**config.mk**
```make
export PLATFORM = sky130hd
export DESIGN_NAME = id_fwd_scoreboard
export DESIGN_NICKNAME = d
export VERILOG_FILES = /design/src/rtl/id_fwd_scoreboard_pkg.sv /design/src/rtl/id_fwd_scoreboard_match.sv /design/src/rtl/id_fwd_scoreboard.sv
export SDC_FILE = /design/constraint.sdc
export NUM_CORES = 1
export LEC_CHECK = 0
export CAP_MARGIN = 20
export CORE_ASPECT_RATIO = 2
export CORE_MARGIN = 2
export CORE_UTILIZATION = 45
export CTS_CLUSTER_SIZE = 30
export DETAILED_ROUTE_END_ITERATION = 8
export MAX_ROUTING_LAYER = met4
export PLACE_DENSITY = 0.72
export SLEW_MARGIN = 20
export SYNTH_ARGS = -nofsm -noshare
export SYNTH_HDL_FRONTEND = slang
export SYNTH_SLANG_ARGS = --single-unit
```
**constraint.sdc**
```tcl
create_clock -name clk -period 4.73 [get_ports clk]
set_clock_uncertainty 0.15 [all_clocks]
set_input_delay 0.473 -clock clk [delete_from_list [all_inputs] [get_ports clk]]
set_output_delay 0.473 -clock clk [all_outputs]
set_load 0.01 [all_outputs]
```
**src/rtl/id_fwd_scoreboard_pkg.sv**
```systemverilog
// Shared types and constants for the ID-stage forwarding/hazard scoreboard.
// Entry fields use fixed maximum widths so the struct can live here; narrower configs zero-extend.
package id_fwd_scoreboard_pkg;

    localparam int unsigned STG_RF  = 0;
    localparam int unsigned STG_EXE = 1;
    localparam int unsigned STG_MEM = 2;
    localparam int unsigned STG_WB  = 3;

    localparam int unsigned DIV_LAT_DEF = 32;

    localparam int unsigned REG_AW_MAX = 8;
    localparam int unsigned SEL_W_MAX  = 4;

    typedef struct packed {
        logic                  v;
        logic [REG_AW_MAX-1:0] rn;
        logic [SEL_W_MAX-1:0]  rdy;
    } fwd_entry_t;

    // Out-of-range ready stages are treated as the last tracked stage.
    function automatic logic [SEL_W_MAX-1:0] clamp_rdy(input logic [SEL_W_MAX-1:0] rdy,
                                                       input int unsigned          stages);
        if (rdy > SEL_W_MAX'(stages)) begin
            return SEL_W_MAX'(stages);
        end
        return rdy;
    endfunction

endpackage

```
**src/rtl/id_fwd_scoreboard_match.sv**
```systemverilog
// Forward-source search for one register operand: youngest matching in-flight
// producer wins; it forwards if it has reached its ready stage, else flags a hazard.
module id_fwd_match
    import id_fwd_scoreboard_pkg::*;
#(
    parameter int unsigned REG_AW     = 5,
    parameter int unsigned FWD_STAGES = 3,
    parameter int unsigned SEL_W      = 2
) (
    input  fwd_entry_t [FWD_STAGES-1:0] entries,
    input  logic [REG_AW-1:0]           src,
    input  logic                        use_src,
    output logic [SEL_W-1:0]            sel,
    output logic                        hazard
);

    always_comb begin : search
        logic found;
        sel    = SEL_W'(STG_RF);
        hazard = 1'b0;
        found  = 1'b0;
        if (use_src && (src != '0)) begin
            // entries[k] holds stage k+1, so the lowest index is the youngest producer.
            for (int unsigned k = 0; k < FWD_STAGES; k++) begin
                if (!found && entries[k].v && (entries[k].rn == REG_AW_MAX'(src))) begin
                    found = 1'b1;
                    if (SEL_W_MAX'(k + STG_EXE) >= entries[k].rdy) begin
                        sel = SEL_W'(k + STG_EXE);
                    end else begin
                        hazard = 1'b1;
                    end
                end
            end
        end
    end

endmodule

```
**src/rtl/id_fwd_scoreboard.sv**
```systemverilog
// ID-stage hazard/forwarding controller: shift pipeline of in-flight register writes
// with per-instruction ready stage, plus a divider busy counter interlocking HI/LO users.
module id_fwd_scoreboard
    import id_fwd_scoreboard_pkg::*;
#(
    parameter int unsigned REG_AW     = 5,
    parameter int unsigned FWD_STAGES = STG_WB,
    parameter int unsigned SEL_W      = 2,
    parameter int unsigned DIV_LAT    = DIV_LAT_DEF
) (
    input  logic              clk,
    input  logic              rst,
    input  logic              id_valid,
    input  logic [REG_AW-1:0] id_rs,
    input  logic [REG_AW-1:0] id_rt,
    input  logic              id_use_rs,
    input  logic              id_use_rt,
    input  logic              id_wreg,
    input  logic [REG_AW-1:0] id_rn,
    input  logic [SEL_W-1:0]  id_ready_stage,
    input  logic              id_is_div,
    input  logic              id_uses_hilo,
    input  logic              flush,
    output logic              stall,
    output logic [SEL_W-1:0]  fwd_rs_sel,
    output logic [SEL_W-1:0]  fwd_rt_sel,
    output logic              div_busy,
    output logic              div_done
);

    localparam int unsigned CNT_W = $clog2(DIV_LAT + 1);

    if ((REG_AW > REG_AW_MAX) || (SEL_W > SEL_W_MAX) || ((1 << SEL_W) <= FWD_STAGES)
        || (FWD_STAGES < 1)) begin : g_bad_cfg
        $error("id_fwd_scoreboard: unsupported parameter combination");
    end

    fwd_entry_t [FWD_STAGES-1:0] ent_q;
    fwd_entry_t                  new_ent;
    logic [CNT_W-1:0]            div_cnt_q;
    logic                        div_done_q;
    logic                        haz_rs;
    logic                        haz_rt;
    logic                        live;
    logic                        div_issue;

    id_fwd_match #(
        .REG_AW     (REG_AW),
        .FWD_STAGES (FWD_STAGES),
        .SEL_W      (SEL_W)
    ) u_match_rs (
        .entries (ent_q),
        .src     (id_rs),
        .use_src (id_use_rs),
        .sel     (fwd_rs_sel),
        .hazard  (haz_rs)
    );

    id_fwd_match #(
        .REG_AW     (REG_AW),
        .FWD_STAGES (FWD_STAGES),
        .SEL_W      (SEL_W)
    ) u_match_rt (
        .entries (ent_q),
        .src     (id_rt),
        .use_src (id_use_rt),
        .sel     (fwd_rt_sel),
        .hazard  (haz_rt)
    );

    // A flushed instruction is dead: it neither stalls nor enters the pipeline.
    assign live      = id_valid & ~flush;
    assign div_busy  = (div_cnt_q != '0);
    assign div_done  = div_done_q;
    assign stall     = live & ((haz_rs | haz_rt) | ((id_is_div | id_uses_hilo) & div_busy));
    assign div_issue = live & id_is_div & ~stall;

    always_comb begin
        new_ent = '0;
        if (live && id_wreg && (id_rn != '0) && !stall) begin
            new_ent.v   = 1'b1;
            new_ent.rn  = REG_AW_MAX'(id_rn);
            new_ent.rdy = clamp_rdy(SEL_W_MAX'(id_ready_stage), FWD_STAGES);
        end
    end

    always_ff @(posedge clk) begin
        if (rst) begin
            ent_q      <= '0;
            div_cnt_q  <= '0;
            div_done_q <= 1'b0;
        end else begin
            ent_q[0] <= new_ent;
            for (int unsigned k = 1; k < FWD_STAGES; k++) begin
                ent_q[k] <= ent_q[k-1];
            end
            if (div_issue) begin
                div_cnt_q <= CNT_W'(DIV_LAT);
            end else if (div_busy) begin
                div_cnt_q <= div_cnt_q - CNT_W'(1);
            end
            div_done_q <= (div_cnt_q == CNT_W'(1));
        end
    end

endmodule

```
# After elaboration in Yosys (flattened, before gate mapping)

Cells that the tools add are included.

Flip-flop bits (word level): 46
Input port bits: 26
Output and inout port bits: 7

$add $sub $neg: 1
Equality and inequality tests: 7
Reductions and logical operators: 27
Order comparisons: 3
Multiplexer cells: 37
Bitwise operators: 11

Operators by type and width:

| kind                  | number |
|---|---|
| $eq A8 B5 Y1          | 6 |
| $mux W1               | 23 |
| $mux W2               | 11 |
| $logic_and A1 B1 Y1   | 15 |
| $reduce_bool A5 Y1    | 3 |
| $mux W13              | 1 |
| $mux W6               | 2 |
| $ge A2 B4 Y1 const A  | 2 |
| $eq A6 B1 Y1 const B  | 1 |
| $reduce_bool A6 Y1    | 1 |
| $sub A6 B1 Y6 const B | 1 |
| $and A1 B1 Y1         | 5 |
| $logic_not A1 Y1      | 5 |
| $ge A1 B4 Y1 const A  | 1 |
| $reduce_or A2 Y1      | 2 |
| $not A1 Y1            | 3 |
| $or A1 B1 Y1          | 3 |
| $reduce_bool A2 Y1    | 1 |

# Logic depth before layout (Yosys ltp)

Gate-level depths: netlist of the first run.

Depth after elaboration: 21
Gate-level depth with buffers: 8
Gate-level depth less buffers: 7

# By module

From an unflattened synthesis of the first run, not the netlist that was laid out.

Cells, all modules: 176
Area total of the unflattened synthesis: 1,770.4 um^2

By module, submodules not included:

| module            | area each (um^2) | cells an instance | instances |
|---|---|---|---|
| id_fwd_scoreboard | 1,109.8          | 98                | 1 |
| id_fwd_match      | 330.3            | 39                | 2 |

# Least setup slack after synthesis of the first run

OpenSTA, ideal clock, no wires.

Path kind: input -> output
Start: in id_rs[4]
End: out stall
Setup slack: 2.445 ns
Buffers on the path: 0
Stages on the path: 6
Data arrival time: 1.662 ns
Cell sequence: xor2_1 nor4_1 and3_1 mux2i_1 o22a_1 a21oi_1

Word-level cells in the longest chain between the ends: 17
Elaborated cells on any way between the ends: 25
Those cells by class: eq/ne (3); mux (10); bitwise (3); reduce/logical (9)

Ends and longest elaborated chain:

| what                             | line                          | text |
|---|---|---|
| from (decl)                      | id_fwd_scoreboard.sv:14       | `input logic [REG_AW-1:0] id_rs,` |
| $eq A8 B5 Y1                     | id_fwd_scoreboard_match.sv:25 | `if (!found && entries[k].v && (entries[k].rn == REG_AW_MAX'(src))) begin` |
| $logic_and A1 B1 Y1              | id_fwd_scoreboard_match.sv:25 |  |
| $mux W1                          | id_fwd_scoreboard_match.sv:25 |  |
| $mux W1                          | id_fwd_scoreboard_match.sv:22 | `if (use_src && (src != '0)) begin` |
| $logic_not A1 Y1                 | id_fwd_scoreboard_match.sv:25 |  |
| $logic_and A1 B1 Y1 (2 in a row) | id_fwd_scoreboard_match.sv:25 |  |
| $mux W1                          | id_fwd_scoreboard_match.sv:25 |  |
| $mux W1                          | id_fwd_scoreboard_match.sv:22 |  |
| $logic_not A1 Y1                 | id_fwd_scoreboard_match.sv:25 |  |
| $logic_and A1 B1 Y1 (2 in a row) | id_fwd_scoreboard_match.sv:25 |  |
| $mux W1                          | id_fwd_scoreboard_match.sv:25 |  |
| $mux W1 (*)                      | id_fwd_scoreboard_match.sv:22 |  |
| $or A1 B1 Y1 (*) (2 in a row)    | id_fwd_scoreboard.sv:75       | `assign stall = live & ((haz_rs \| haz_rt) \| ((id_is_div \| id_uses_hilo) & div_busy));` |
| $and A1 B1 Y1 (*)                | id_fwd_scoreboard.sv:75       |  |
| to (decl)                        | id_fwd_scoreboard.sv:24       | `output logic stall,` |

Every way passes the cells marked *; elsewhere a longest branch is shown, timed or not. The select of a mux whose other input is x is not followed.

# Worst setup path after layout of the first run

Start: in id_rt[0]
End: out stall

Word-level cells in the longest chain between the ends: 17
Elaborated cells on any way between the ends: 25
Those cells by class: eq/ne (3); mux (10); bitwise (3); reduce/logical (9)

Ends and longest elaborated chain:

| what                             | line                          | text |
|---|---|---|
| from (decl)                      | id_fwd_scoreboard.sv:15       | `input logic [REG_AW-1:0] id_rt,` |
| $eq A8 B5 Y1                     | id_fwd_scoreboard_match.sv:25 |  |
| $logic_and A1 B1 Y1              | id_fwd_scoreboard_match.sv:25 |  |
| $mux W1                          | id_fwd_scoreboard_match.sv:25 |  |
| $mux W1                          | id_fwd_scoreboard_match.sv:22 |  |
| $logic_not A1 Y1                 | id_fwd_scoreboard_match.sv:25 |  |
| $logic_and A1 B1 Y1 (2 in a row) | id_fwd_scoreboard_match.sv:25 |  |
| $mux W1                          | id_fwd_scoreboard_match.sv:25 |  |
| $mux W1                          | id_fwd_scoreboard_match.sv:22 |  |
| $logic_not A1 Y1                 | id_fwd_scoreboard_match.sv:25 |  |
| $logic_and A1 B1 Y1 (2 in a row) | id_fwd_scoreboard_match.sv:25 |  |
| $mux W1                          | id_fwd_scoreboard_match.sv:25 |  |
| $mux W1 (*)                      | id_fwd_scoreboard_match.sv:22 |  |
| $or A1 B1 Y1 (*) (2 in a row)    | id_fwd_scoreboard.sv:75       |  |
| $and A1 B1 Y1 (*)                | id_fwd_scoreboard.sv:75       |  |

Marked as above.

==> results of run 1 <==
synthesized netlist by cell type (5+ instances only):
library cell,instances
nor3_1,8
xor2_1,23
and4_1,8
nor2_1,5
xnor2_1,9
dfxtp_1,29
nor2b_1,14
metrics by stage:
stage | cell area, sq um | total power [mW]
floorplan | 1486 | 0.4655
global placement | 1827 | 0.5257
detailed placement | 1827 | 0.5319
CTS | 1947 | 0.7998
global route | 1947 | 0.8455
finish | 1947 | 0.7928
kinds of logic (layout without fill, tap and decap cells):
kind of cell	count (synthesis)	after routing
AO/OA/AOI/OAI	16	16
adder cells (fa/ha/maj)	2	2
AND/OR/NAND/NOR	66	66
buffers and inverters	7	44
XOR/XNOR	32	32
flip-flops	29	29
multiplexers	4	4
routing by layer:
layer	vias up	routed length, microns	global-route usage
met5	-	0	-
met4	0	115	0.1157
met3	10	136	0.04043
met2	35	1892	0.3781
met1	576	1184	0.2072
li1	626	-	-
how the worst max path moves through the flow:
stage                         from    end  slack (ps)
after floorplan           id_rs[4]  stall        2440
after global placement    id_rt[0]  stall        1180
after detailed placement  id_rt[0]  stall        1170
after CTS                 id_rt[0]  stall        1140
after global routing      id_rt[0]  stall         980
final                     id_rt[0]  stall        1160
registers in the layout, summed over array words and instances, names as in the netlist:
name / flops
div_done: 1
ent_q: 22
div_cnt_q: 6
final cells by class:
type	count	area, sq um	share of cell area
Multi-Input combinational cell	120	872.1	0.4479
Clock buffer	6	82.58	0.04242
Inverter	4	15.01	0.007712
Clock inverter	2	37.54	0.01928
Timing Repair Buffer	32	320.3	0.1645
Tap cell	31	38.79	0.01992
Sequential cell	29	580.6	0.2982
power by group through the flow:
stage,combinational (mW),sequential (mW),clock [mW]
2_1_floorplan,0.173,0.293,0
3_3_place_gp,0.229,0.297,0
3_5_place_dp,0.233,0.298,0
4_1_cts,0.237,0.293,0.270
5_1_grt,0.267,0.297,0.281
6_report,0.235,0.293,0.264
==> reports/metrics.yaml, run 1 <==
status: "finished clean"
min_from: "ent_q[0]$_SDFF_PP0_"
num_antenna_cells: 0
fmax_mhz: 280.4
grt_use_total: 0.2150
synthSimpleGateAreaFrac: 0.2845
place_congestion: 0.8795
start_util: 0.4709
cts.path.max_buffers: 2
dr.first_iter.drc_count: 18
syn_area_sq_um: 1486
yosysSeqAreaShare: 0.3906
powerDensity_nw_per_um2: 407.2
finalWorstSetupSlack_ps: 1164
synth.avg_cell_area_sq_um: 9.528
slew_headroom: 0.4604
path_common_cell: "clkdlybuf4s50_1"
place_ws_ps: 1166
hold_end: "ent_q[13]$_SDFF_PP0_"
path_class: "in -> out"
fillCellCount: 272
crit_slowest_cell: "clkdlybuf4s50_1"
fin_crit_ps: 3566
p_comb_frac: 0.297
p_sw_mw: 0.2331
synth.largest_area_cell: "dfxtp_1"
intPower_mw: 0.5597
path_depth: 8
grt_pass1_wl_mm: 5.837
setup_viol: 0
holdWs_ps: 291.8
synthesis.instances: 156
fp.dieW_microns: 44.64
cts_buffers: 5
hold_path_class: "reg -> reg"
end_kind: "primary output"
synth_compound_area_frac: 0.06818
final_cell_mix: "32 x clkdlybuf4s50_1, 29 x dfxtp_1, 23 x xor2_1, 14 x nor2b_1, 9 x xnor2_1"
synthTopCellsByArea: "dfxtp_1 39%, xor2_1 14%, nor2b_1 5.9%"
grt_max_degree: 24
dp_hpwl_mm: 2.697
postCtsSetupBuffers: 0
synth-xor-area-share: 0.1886
tightest_slew_ps: 806.9
reg2reg_depth: 6
dieArea_sq_um: 3807
synth_top_family_by_area: "simple AND/OR/NAND/NOR gates"
worstPathArrival_ps: 2940
nets: 220
synth_ff_type: "dfxtp_1"
synthDistinctLibCells: 36
portBuffers: 32
wl_per_cell_microns: 14.86
yosys_register_bits: 29
rrSetupSlack_ps: 2530
power_frac_seq: 0.370
final_util: 0.6167
yosysTopAreaCellShare: 0.3906
clock_sinks: 29
cts_root_buf: "clkbuf_8"
reg2reg_from: "ent_q[4]$_SDFF_PP0_"
vias_per_cell: 5.567
synth_fp_nets: 184
ioPinCount: 33
worstPathBufferInverterCount: 2
rsz0062_at_grt: "false"
path_cells: "clkdlybuf4s50_1 -> xor2_1 -> nor4_1 -> and3_1 -> mux2i_1 -> o22a_1 -> a21oi_1 -> clkdlybuf4s50_1"
max_stage_delay_ps: 490
pwr-share-clk: 0.333
r2r_end: "ent_q[8]$_SDFF_PP0_"
ant_nets: 0
fp.dieH_microns: 85.28
cts_tree: "yes"
clkTransAtPathRegs_ps: 60
cts_hold_buf: 0
layout_commonest_cell: "clkdlybuf4s50_1"
drv_slew: 0
synth_edf_count: 0
drive_gt1_frac: 0.06736
worstPathMaxFanout: 9
routed_wl_mm: 3.328
vias: 1247
yosys_warnings: 0
globalRouteOverflowTotal: 0
ir_drop_uv: 398.6
area_delta_synth_final_pct: 30.98
core-area_sq_um: 3157
antenna_found_initial: 0
cts-resized-gates: 0
dp_cells: 216
max_cap_viol_count: 0
first_pass_iters: 4
synth.area.mux_share: 0.02862
start_kind: "input pin"
synth_adder_area_share: 0.01684
rows: 29
synthArstFlopShare: 0
swShare: 0.2940
instances_no_fill: 224
power.leakage_nw: 0.7562
setup_tns_ps: 0
min_period_over_period: 0.7540
cp.required_ps: 4110
crit_family: "buffers and inverters"
whs_path_depth: 1
htree_levels: 2
first_global_vias: 1338
hold_viol_final: 0
drc_errors: 0
clk_latency_ps: 280
Power figures use the tool's default switching activity.
==> inputs of run 2 (changes only) <==
==> constraint.sdc (replaced) <==
create_clock -name clk -period 3.4 [get_ports clk]
set_clock_uncertainty 0.15 [all_clocks]
set_input_delay 0.34 -clock clk [delete_from_list [all_inputs] [get_ports clk]]
set_output_delay 0.34 -clock clk [all_outputs]
set_load 0.01 [all_outputs]
==> reports/metrics.yaml, run 2 (same netlist as run 1, synthesis figures left out) <==
rrSetupSlack_ps: 1200  # was 2530 ps
vias: 1265  # was 1,247
finalWorstSetupSlack_ps: 177.0  # was 1164 ps
cts_hold_buf: 0  # unchanged
dp_cells: 218  # was 216
power.leakage_nw: 0.7527  # was 0.7562 nW
clock_sinks: 29  # unchanged
fp.dieW_microns: 44.64  # unchanged
setup_tns_ps: 0  # unchanged
design_area_sq_um: 1924  # was 1947 sq um
hold_path_class: "reg -> reg"  # unchanged
place_congestion: 0.8850  # was 0.8795
grt_max_degree: 24  # unchanged
place_ws_ps: 203.7  # was 1166 ps
hold_viol_final: 0  # unchanged
setup_viol: 0  # unchanged
vias_per_cell: 5.597  # was 5.567
final_util: 0.6096  # was 0.6167
powerDensity_nw_per_um2: 515.8  # was 407.2 nW/um^2
final_cell_mix: "32 x clkdlybuf4s50_1, 29 x dfxtp_1, 23 x xor2_1, 14 x nor2b_1, 9 x xnor2_1"  # unchanged
nets: 222  # was 220
regMostFlops: "ent_q"  # unchanged
p_sw_mw: 0.3100  # was 0.2331 mW
antenna_found_initial: 0  # unchanged
drv_slew: 0  # unchanged
cts_buffers: 5  # unchanged
globalRouteOverflowTotal: 0  # unchanged
postCtsSetupBuffers: 0  # unchanged
swShare: 0.3123  # was 0.2940
area_delta_synth_final_pct: 29.46  # was 30.98%
power_frac_seq: 0.411  # was 0.370
fmax_mhz: 310.3
start_util: 0.4709  # unchanged
p_comb_frac: 0.324  # was 0.297
place_area_sq_um: 1842  # was 1827 sq um
holdWs_ps: 309.0  # was 291.8 ps
grt_pass1_wl_mm: 5.727  # was 5.837 mm
first_global_vias: 1352  # was 1,338
drc_errors: 0  # unchanged
cts_tree: "yes"  # unchanged
core-area_sq_um: 3157  # unchanged
portBuffers: 32  # unchanged
ant_nets: 0  # unchanged
max_cap_viol_count: 0  # unchanged
min_period_over_period: 0.9479
cts_root_buf: "clkbuf_8"  # unchanged
fin_crit_ps: 3223
ioPinCount: 33  # unchanged
power_mw: 0.9927  # was 0.7928 mW
clkTransAtPathRegs_ps: 60  # about the same
clk_latency_ps: 280  # about the same
crit_slowest_cell: "clkdlybuf4s50_1"  # unchanged
cp.required_ps: 2910  # was 4110 ps
rows: 29  # unchanged
routed_wl_mm: 3.364  # was 3.328 mm
slew_headroom: 0.5541  # was 0.4604
dr.first_iter.drc_count: 16  # was 18
start_kind: "input pin"  # unchanged
layout_commonest_cell: "clkdlybuf4s50_1"  # unchanged
fillCellCount: 277  # was 272
grt_use_total: 0.2128  # was 0.2150
pwr-share-clk: 0.266  # was 0.333
end_kind: "primary output"  # unchanged
num_antenna_cells: 0  # unchanged
rsz0062_at_grt: "false"  # unchanged
cts.path.max_buffers: 2  # unchanged
drive_gt1_frac: 0.07179  # was 0.06736
cts-resized-gates: 0  # unchanged
status: "finished clean"  # unchanged
fp.dieH_microns: 85.28  # unchanged
worstPathMaxFanout: 4  # was 9
instances_no_fill: 226  # was 224
dp_hpwl_mm: 2.750  # was 2.697 mm
tightest_slew_ps: 667.4  # was 806.9 ps
ir_drop_uv: 480.9  # was 398.6 uV
htree_levels: 2  # unchanged
path_class: "in -> out"  # unchanged
max_stage_delay_ps: 510  # was 490 ps
intPower_mw: 0.6826  # was 0.5597 mW
largest_reg_flops: 22  # unchanged
wl_per_cell_microns: 14.88  # was 14.86 microns
path_common_cell: "clkdlybuf4s50_1"  # unchanged
dieArea_sq_um: 3807  # unchanged
path_cells: "clkdlybuf4s50_1 -> xor2_1 -> nor4_1 -> and3_1 -> mux2i_1 -> o22a_1 -> a21oi_1 -> clkdlybuf4s50_1"  # unchanged
first_pass_iters: 4  # unchanged
worstPathArrival_ps: 2730  # was 2940 ps
run 2: cell types whose count changed in the layout (fill, tap and decap cells not counted), sizes merged:
cell,change
buf,+2
bufinv,-1
clkinv,+2
clkinvlp,-1
run 2: final timing paths:
check / start / to / cells past startpoint
setup reg to reg: ent_q[4]$_SDFF_PP0_ / ent_q[6]$_SDFF_PP0_ / 7
setup / recovery: id_rt[4] / stall / 8
hold / removal: ent_q[0]$_SDFF_PP0_ / ent_q[13]$_SDFF_PP0_ / 1
hold reg to reg: ent_q[0]$_SDFF_PP0_ / ent_q[13]$_SDFF_PP0_ / 1
run 2: power groups by stage:
stage	Combinational (mW)	Clock (mW)	Sequential, mW
floorplan	0.240	0	0.407
global placement	0.317	0	0.413
finish	0.321	0.264	0.408
CTS	0.327	0.272	0.408
global route	0.364	0.289	0.415
detailed placement	0.323	0	0.415
run 2: layout make-up:
class	count	area, sq um	area share
repair buffers	34	335.3	0.1743
clock buffers	6	72.57	0.03771
well taps	31	38.79	0.02016
clock inverters	2	10.01	0.005202
inverters	4	15.01	0.007802
flip-flops and latches	29	580.6	0.3017
multi-input cells	120	872.1	0.4532
run 2: critical path: cells and delay by family:
kind | cells | cell delay (ps)
multiplexers | 1 | 300
buffers and inverters | 2 | 980
AND/OR/NAND/NOR | 2 | 620
XOR/XNOR | 1 | 190
AO/OA/AOI/OAI | 2 | 300
run 2: layer usage:
metal / vias to the layer above / share of wire / track usage
met5: - / 0 / -
met4: 0 / 0.048 / 0.1322
met3: 12 / 0.036 / 0.04043
met2: 41 / 0.58 / 0.3913
met1: 585 / 0.34 / 0.1793
li1: 627 / - / -
==> inputs of run 3 (changes only) <==
--- a/config.mk
+++ b/config.mk
@@ -8,11 +8,10 @@
 export CAP_MARGIN = 20
 export CORE_ASPECT_RATIO = 2
 export CORE_MARGIN = 2
-export CORE_UTILIZATION = 45
+export CORE_UTILIZATION = 35
 export CTS_CLUSTER_SIZE = 30
 export DETAILED_ROUTE_END_ITERATION = 8
 export MAX_ROUTING_LAYER = met4
-export PLACE_DENSITY = 0.72
 export SLEW_MARGIN = 20
 export SYNTH_ARGS = -nofsm -noshare
 export SYNTH_HDL_FRONTEND = slang
==> reports/metrics.yaml, run 3 (same netlist as run 1, synthesis figures left out) <==
clk_latency_ps: 270  # was 280 ps
ioPinCount: 33  # unchanged
cts_tree: "yes"  # unchanged
powerDensity_nw_per_um2: 511.7  # was 515.8 nW/um^2
fp.dieW_microns: 50.08  # was 44.64 microns
antenna_found_initial: 0  # unchanged
finalWorstSetupSlack_ps: 252.8  # was 177.0 ps
ant_nets: 0  # unchanged
hold_path_class: "reg -> reg"  # unchanged
rsz0062_at_grt: "false"  # unchanged
first_pass_iters: 4  # unchanged
cts-resized-gates: 0  # unchanged
fmax_mhz: 317.7  # was 310.3 MHz
hold_viol_final: 0  # unchanged
fillCellCount: 397  # was 277
multi_input_area_sq_um: 872.1  # unchanged
worstPathMaxFanout: 4  # unchanged
status: "finished clean"  # unchanged
ir_drop_uv: 327.0  # was 480.9 uV
htree_levels: 2  # unchanged
core-area_sq_um: 4088  # was 3157 sq um
first_global_vias: 1352  # unchanged
nets: 222  # unchanged
holdWs_ps: 286.9  # was 309.0 ps
rows: 33  # was 29
final_cell_mix: "32 x clkdlybuf4s50_1, 29 x dfxtp_1, 23 x xor2_1, 14 x nor2b_1, 9 x xnor2_1"  # unchanged
clock_sinks: 29  # unchanged
cts_hold_buf: 0  # unchanged
start_util: 0.3636  # was 0.4709
cts_root_buf: "clkbuf_8"  # unchanged
routed_wl_mm: 3.644  # was 3.364 mm
dp_cells: 239  # was 218
drc_errors: 0  # unchanged
place_ws_ps: 241.5  # was 203.7 ps
grt_use_total: 0.1734  # was 0.2128
place_congestion: 0.8660  # was 0.8850
min_from: "ent_q[0]$_SDFF_PP0_"  # unchanged
postCtsSetupBuffers: 0  # unchanged
grt_pass1_wl_mm: 5.961  # was 5.727 mm
cts.path.max_buffers: 2  # unchanged
dieArea_sq_um: 4816  # was 3807 sq um
seq_area_sq_um: 580.6  # unchanged
setup_tns_ps: 0  # unchanged
power.leakage_nw: 0.7527  # unchanged
end_kind: "primary output"  # unchanged
dr.first_iter.drc_count: 8  # was 16
drive_gt1_frac: 0.07179  # unchanged
wl_per_cell_microns: 14.75  # was 14.88 microns
grt_max_degree: 19  # was 24
area_delta_synth_final_pct: 31.23  # was 29.46%
path_class: "in -> out"  # unchanged
worstPathArrival_ps: 2660  # was 2730 ps
cp.required_ps: 2910  # about the same
start_kind: "input pin"  # unchanged
cts_buffers: 5  # unchanged
crit_start: "id_rs[4]"  # was id_rt[4]
globalRouteOverflowTotal: 0  # unchanged
slew_headroom: 0.5514  # was 0.5541
reg2reg_from: "ent_q[4]$_SDFF_PP0_"  # unchanged
dp_hpwl_mm: 2.889  # was 2.750 mm
vias_per_cell: 5.097  # was 5.597
layout_commonest_cell: "clkdlybuf4s50_1"  # unchanged
fin_crit_ps: 3147  # was 3223 ps
regMostFlops: "ent_q"  # unchanged
clkTransAtPathRegs_ps: 60  # about the same
min_period_over_period: 0.9257  # was 0.9479
fp.dieH_microns: 96.16  # was 85.28 microns
vias: 1259  # was 1,265
power_mw: 0.9982  # was 0.9927 mW
instances_no_fill: 247  # was 226
tightest_slew_ps: 671.4  # was 667.4 ps
drv_slew: 0  # unchanged
largest_reg_flops: 22  # unchanged
portBuffers: 32  # unchanged
max_cap_viol_count: 0  # unchanged
rrSetupSlack_ps: 1360  # was 1200 ps
setup_viol: 0  # unchanged
num_antenna_cells: 0  # unchanged
run 3: area by class of cell:
type | instances | area share
clock inverters | 2 | 0.005131
flip-flops and latches | 29 | 0.2976
well taps | 52 | 0.03335
clock buffers | 6 | 0.03720
multi-input cells | 120 | 0.4471
inverters | 4 | 0.007697
repair buffers | 34 | 0.1719
run 3: path summary, 6_finish.rpt:
kind | end | depth (start not counted)
worst max-delay path | stall | 8
worst min-delay path | ent_q[13]$_SDFF_PP0_ | 1
worst max register to register | ent_q[8]$_SDFF_PP0_ | 7
worst min register to register | ent_q[13]$_SDFF_PP0_ | 1
run 3: through the flow:
stage                     cell area, sq um  utilization
after CTS                             1951       0.4772
after global placement                1868       0.4570
after global routing                  1951       0.4772
final                                 1951       0.4772
after detailed placement              1868       0.4570
after floorplan                       1486            -
run 3: per-layer routing:
layer  global-route usage  vias up  wire [microns]
met2               0.3443       33            2132
li1                     -      626               -
met1               0.1426      595            1286
met5                    -        -               0
met4              0.09028        0              85
met3              0.03727        5             140
run 3: report_power, final:
| group | switching (mW) | internal (mW) | total (mW) |
|---|---|---|---|
| combinational | 0.159 | 0.166 | 0.325 |
| clock | 0.125 | 0.141 | 0.267 |
| sequential | 0.0313 | 0.375 | 0.407 |
| total | 0.316 | 0.683 | 0.998 |
run 3: worst max-delay path, stage by stage:
cell and delay, ps:
clkdlybuf4s50_1 520, xor2_1 220, nor4_1 260, and3_1 280, mux2i_1 110, o22a_1 240
a21oi_1 140, clkdlybuf4s50_1 550
